`src/rtl/button_input_pkg.sv`:
```
// Shared definitions for the debounced button/GPIO input peripheral:
// register word offsets and the bus handshake state type.
package button_input_pkg;

    localparam logic [1:0] BTN_STATE    = 2'd0;
    localparam logic [1:0] BTN_PRESSED  = 2'd1;
    localparam logic [1:0] BTN_RELEASED = 2'd2;
    localparam logic [1:0] BTN_IRQ_MASK = 2'd3;

    typedef enum logic [0:0] {
        BUS_IDLE = 1'b0,
        BUS_ACK  = 1'b1
    } bus_state_e;

endpackage

```
`src/rtl/btn_debounce.sv`:
```
// One input bit: 2-flop synchroniser, optional inversion, and a saturating
// debounce counter that only accepts a level held for DEBOUNCE_CYCLES cycles.
module btn_debounce
    import button_input_pkg::*;
#(
    parameter int unsigned DEBOUNCE_CYCLES = 1024,
    parameter logic        INVERT          = 1'b0
) (
    input  logic clk,
    input  logic rst,
    input  logic pin_i,
    output logic stable_o,
    output logic rise_o,
    output logic fall_o
);

    localparam int unsigned      CNT_W   = $clog2(DEBOUNCE_CYCLES);
    localparam logic [CNT_W-1:0] CNT_MAX = CNT_W'(DEBOUNCE_CYCLES - 1);

    logic             sync1_q;
    logic             sync2_q;
    logic             stable_q;
    logic             stable_d;
    logic [CNT_W-1:0] cnt_q;
    logic [CNT_W-1:0] cnt_d;
    logic             sync_bit_s;
    logic             accept_s;

    assign sync_bit_s = sync2_q ^ INVERT;
    // accept_s marks the edge on which stable_q takes the new level
    assign accept_s   = (sync_bit_s != stable_q) && (cnt_q == CNT_MAX);

    // Debounce next-state: clear on agreement, accept at terminal count, else count.
    always_comb begin
        stable_d = stable_q;
        cnt_d    = cnt_q;
        if (sync_bit_s == stable_q) begin
            cnt_d = '0;
        end else if (cnt_q == CNT_MAX) begin
            stable_d = sync_bit_s;
            cnt_d    = '0;
        end else begin
            cnt_d = cnt_q + CNT_W'(1);
        end
    end

    // Synchroniser, stable level and counter registers.
    always_ff @(posedge clk) begin
        if (rst) begin
            sync1_q  <= 1'b0;
            sync2_q  <= 1'b0;
            stable_q <= 1'b0;
            cnt_q    <= '0;
        end else begin
            sync1_q  <= pin_i;
            sync2_q  <= sync1_q;
            stable_q <= stable_d;
            cnt_q    <= cnt_d;
        end
    end

    assign stable_o = stable_q;
    assign rise_o   = accept_s & sync_bit_s;
    assign fall_o   = accept_s & ~sync_bit_s;

endmodule

```
`src/rtl/button_input.sv`:
```
// Memory-mapped debounced input block: per-bit debouncers, sticky
// press/release latches, IRQ mask and a one-cycle-acknowledge bus port.
module button_input
    import button_input_pkg::*;
#(
    parameter int unsigned       WIDTH           = 7,
    parameter int unsigned       DEBOUNCE_CYCLES = 1024,
    parameter logic [WIDTH-1:0]  INVERT          = {WIDTH{1'b0}}
) (
    input  logic             clk,
    input  logic             rst,
    input  logic [WIDTH-1:0] pin_in,
    input  logic             sel,
    input  logic             we,
    input  logic [1:0]       addr,
    input  logic [31:0]      wdata,
    output logic [31:0]      rdata,
    output logic             ready,
    output logic             irq
);

    logic [WIDTH-1:0] stable_s;
    logic [WIDTH-1:0] rise_s;
    logic [WIDTH-1:0] fall_s;
    logic [WIDTH-1:0] clr_pressed_s;
    logic [WIDTH-1:0] clr_released_s;
    logic [31:0]      rd_word_s;
    logic             unused_wdata_s;

    logic [WIDTH-1:0] pressed_q;
    logic [WIDTH-1:0] pressed_d;
    logic [WIDTH-1:0] released_q;
    logic [WIDTH-1:0] released_d;
    logic [WIDTH-1:0] mask_q;
    logic [WIDTH-1:0] mask_d;
    bus_state_e       state_q;
    bus_state_e       state_d;
    logic             ready_q;
    logic             ready_d;
    logic [31:0]      rdata_q;
    logic [31:0]      rdata_d;
    logic             irq_q;
    logic             irq_d;

    assign unused_wdata_s = ^wdata;

    for (genvar g = 0; g < WIDTH; g++) begin : g_bit
        btn_debounce #(
            .DEBOUNCE_CYCLES (DEBOUNCE_CYCLES),
            .INVERT          (INVERT[g])
        ) u_debounce (
            .clk      (clk),
            .rst      (rst),
            .pin_i    (pin_in[g]),
            .stable_o (stable_s[g]),
            .rise_o   (rise_s[g]),
            .fall_o   (fall_s[g])
        );
    end

    // Read multiplexer over the current register values, zero-extended.
    always_comb begin
        rd_word_s = 32'h0;
        case (addr)
            BTN_STATE:    rd_word_s[WIDTH-1:0] = stable_s;
            BTN_PRESSED:  rd_word_s[WIDTH-1:0] = pressed_q;
            BTN_RELEASED: rd_word_s[WIDTH-1:0] = released_q;
            BTN_IRQ_MASK: rd_word_s[WIDTH-1:0] = mask_q;
            default:      rd_word_s = 32'h0;
        endcase
    end

    // Bus FSM, register writes and event latches.
    always_comb begin
        state_d        = state_q;
        ready_d        = 1'b0;
        rdata_d        = 32'h0;
        mask_d         = mask_q;
        clr_pressed_s  = '0;
        clr_released_s = '0;
        case (state_q)
            BUS_IDLE: begin
                if (sel) begin
                    state_d = BUS_ACK;
                    ready_d = 1'b1;
                    if (we) begin
                        case (addr)
                            BTN_PRESSED:  clr_pressed_s  = wdata[WIDTH-1:0];
                            BTN_RELEASED: clr_released_s = wdata[WIDTH-1:0];
                            BTN_IRQ_MASK: mask_d         = wdata[WIDTH-1:0];
                            default:      mask_d         = mask_q;
                        endcase
                    end else begin
                        rdata_d = rd_word_s;
                    end
                end else begin
                    state_d = BUS_IDLE;
                end
            end
            BUS_ACK:  state_d = BUS_IDLE;
            default:  state_d = BUS_IDLE;
        endcase
        // A new event on the same edge as its W1C keeps the bit set
        pressed_d  = (pressed_q  & ~clr_pressed_s)  | rise_s;
        released_d = (released_q & ~clr_released_s) | fall_s;
        irq_d      = |(pressed_q & mask_q);
    end

    // Register state for the bus port, latches and interrupt.
    always_ff @(posedge clk) begin
        if (rst) begin
            state_q    <= BUS_IDLE;
            ready_q    <= 1'b0;
            rdata_q    <= 32'h0;
            pressed_q  <= '0;
            released_q <= '0;
            mask_q     <= '0;
            irq_q      <= 1'b0;
        end else begin
            state_q    <= state_d;
            ready_q    <= ready_d;
            rdata_q    <= rdata_d;
            pressed_q  <= pressed_d;
            released_q <= released_d;
            mask_q     <= mask_d;
            irq_q      <= irq_d;
        end
    end

    assign rdata = rdata_q;
    assign ready = ready_q;
    assign irq   = irq_q;

endmodule

```
`config.mk`:
```
export PLATFORM = sky130hd
export DESIGN_NAME = button_input
export DESIGN_NICKNAME = d
export VERILOG_FILES = /design/src/rtl/button_input_pkg.sv /design/src/rtl/btn_debounce.sv /design/src/rtl/button_input.sv
export SDC_FILE = /design/constraint.sdc
export NUM_CORES = 1
export LEC_CHECK = 0
export ABC_AREA = 1
export CAP_MARGIN = 20
export CORE_MARGIN = 3
export CORE_UTILIZATION = 50
export CTS_CLUSTER_SIZE = 25
export DETAILED_ROUTE_END_ITERATION = 16
export GPL_TIMING_DRIVEN = 1
export PLACE_DENSITY_LB_ADDON = 0.08
export SETUP_SLACK_MARGIN = 0.5
export SKIP_CTS_REPAIR_TIMING = 1
export SLEW_MARGIN = 5
export SYNTH_ARGS = -nofsm -noshare
export SYNTH_HDL_FRONTEND = slang
export SYNTH_HIERARCHICAL = 1
export SYNTH_SLANG_ARGS = --single-unit
```
`constraint.sdc`:
```
create_clock -name clk -period 1.5 [get_ports clk]
set_input_delay 0.15 -clock clk [delete_from_list [all_inputs] [get_ports clk]]
set_output_delay 0.15 -clock clk [all_outputs]
set_load 0.05 [all_outputs]
```
==> results.cfg <==
[run_status]
outcome = finished, final reports clean

[placed_design]
pre_cts_ws_ps = 0.223
port_buffers = 28
place_hpwl_mm = 8.14
place_congestion = 0.826

[sta]
setup_viol = 0
timing.final.max_slew_violations = 0
hold_viol_final = 0
layout_setup_ws_ps = 248
rsz0062_at_grt = yes
hold_slack_ps = 240
fin_skew_ps = 6.28
fmax_ghz = 0.799
min_period_ps = 1250
final.period_utilization = 0.834

[flow_run]
drv_cap = 0

[worst_setup_path]
reg2reg_to = pressed_q[4]
worstPathArrival_ps = 1600
rrSetupSlack_ps = 250
criticalPathCategory = reg -> reg
cp.required_ps = 1850
crit_fanout = 4
ff2ff_path_depth = 7
end_kind = flip-flop
r2r_start = g_bit[4].u_debounce/cnt_q[0]
start_kind = flip-flop

[cts]
cts.sinks = 121
cts_tree = done
cts.clk_slew.worst_paths_ps = 50
cts.path.max_buffers = 2
insertion_delay_ps = 420
clock-root-buffer = clkbuf_16
h-tree-depth = 4
cts_made_buffers = 17

[route]
first_pass_iters = 4
drt-total-wl_mm = 12.7
drcViolationCount = 0
drtAntennaViolNets = 0
dr_total_vias = 5022
wl_per_cell_um = 12.2
via_per_inst = 4.83
drtIter0Drc = 248

[logic_synthesis]
async_reset_ff_frac = 0
synthTopCellsByCount = 179 x nand2_1, 148 x nor2_1, 121 x dfxtp_1
synth_top_area_cell = dfxtp_1
synth_most_common_cell = nand2_1
ys_top_cells_by_area = dfxtp_1 41%, nand2_1 11%, nor2_1 9.5%
synth_ff_type = dfxtp_1
synth_top_area_share = 0.413
syn-cell-area_um2 = 5870
synth_edf_count = 0
avgSynthCellArea_um2 = 7.33
ys_types = 27
synth_seq_area_share = 0.413
ys_ff_latch = 121
ys_warn_count = 6
synth_cells = 801

[floorplan]
design.die.area_um2 = 13100
die_x_um = 114
fp-row-count = 38
core_um2 = 11200
top_level_ports = 79
die_y_um = 114
start_util = 0.526

[final_layout]
insertedDiodeCount = 0
nets = 940
syn_to_final_growth_pct = 33.0
nFillCells = 874
final-seq-area_um2 = 2500
multi_input_area_um2 = 3420
drive_above_1_share = 0.294

[global_routing]
grt_pass1_wl_mm = 19.8
antenna_found_initial = 0
first_global_vias = 4633
gr-total-overflow = 0
grt_start_max_net_pins = 25
grt.total_usage = 0.188

[min_path]
hold-path-endpoint = rdata[6]
hp-class = in -> reg
whs_path_depth = 4
min_from = addr[0]

[power]
p_leak_nw = 3.03
powerDensity_nw_per_um2 = 989
vdd_ir_drop_max_uv = 802
==> placed cells by master, fill, tap and decap left out, drive strengths merged, types with 15 or more instances in the layout <==
cell           netlist  layout
a21oi               20      20
clkdlybuf4s50        0      16
xnor2               21      21
nand3               57      62
xor2                21      21
clkbuf               2      22
nand4               15      15
inv                118     118
nor3                16      16
conb                 1      25
buf                 29      51
nand2              187     187
dfxtp              121     121
nor2               170     170
==> cell type report <==
| cell class | count | share of cell area |
|---|---|---|
| multi-input cells | 560 | 0.438 |
| flip-flops and latches | 121 | 0.320 |
| repair buffers | 70 | 0.0882 |
| clock buffers | 22 | 0.0621 |
| inverters | 118 | 0.0567 |
| well taps | 140 | 0.0224 |
| clock inverters | 9 | 0.0122 |
==> critical path, stage by stage, from the launching register on <==
cell and delay, ps:
dfxtp_4 360, ha_4 160, nand2_4 50, nor2_4 140, nand3_4 130, nor3_2 170
inv_1 70, a21oi_2 110
==> report_power, final <==
group	internal (mW)	switching, mW	total (mW)
Clock	2.60	1.39	3.98
Sequential	3.23	0.0274	3.26
Combinational	0.144	0.344	0.488
==> how the worst max path moves through the flow <==
stage / startpoint / endpoint / slack (ps) / depth (start not counted)
2_1_floorplan: state_q / mask_q[4] / 350 / 7
3_3_place_gp: addr[1] / rdata[6] / -6 / 6
3_5_place_dp: addr[1] / rdata[6] / 0.2 / 6
4_1_cts: g_bit[5].u_debounce/cnt_q[1] / released_q[5] / 200 / 7
5_1_grt: g_bit[6].u_debounce/cnt_q[1] / g_bit[6].u_debounce/stable_o / 190 / 8
6_report: g_bit[4].u_debounce/cnt_q[0] / pressed_q[4] / 250 / 7
==> through the flow <==
step	area (um2)	utilization	TNS, ps	instances	total power, mW
2_1_floorplan	6180	-	0	825	3.70
3_3_place_gp	6490	0.581	-5.95	972	3.78
3_5_place_dp	6490	0.581	0	972	3.78
4_1_cts	7070	0.633	0	1003	7.79
5_1_grt	7810	0.699	0	1040	7.99
6_report	7810	0.699	0	1040	7.73
==> metal layers <==
metal | vias up | GRT usage | part of all wire
met4 | 0 | 0.0926 | 0.0072
met2 | 66 | 0.320 | 0.52
li1 | 2599 | - | -
met1 | 2352 | 0.217 | 0.44
met3 | 5 | 0.0534 | 0.033
met5 | - | 0 | 0
==> cells by family (layout without fill, tap and decap cells) <==
family / count (synthesis) / count (layout) / synth area share
other cells: 1 / 25 / 0.000639
simple gates: 446 / 451 / 0.365
xor+xnor: 42 / 42 / 0.0626
buf+inv: 149 / 219 / 0.114
compound gates: 35 / 35 / 0.0303
fa+ha+maj: 7 / 7 / 0.0149
flops: 121 / 121 / 0.413
==> sequential cells by signal, indices dropped and copies added, names as in the netlist, 7 cells and up <==
| register | flops |
|---|---|
| g_bit.u_debounce/cnt_q | 70 |
| g_bit.u_debounce/stable_o | 7 |
| g_bit.u_debounce/sync1_q | 7 |
| g_bit.u_debounce/sync2_q | 7 |
| mask_q | 7 |
| pressed_q | 7 |
| rdata | 7 |
| released_q | 7 |
Power figures use the tool's default switching activity.
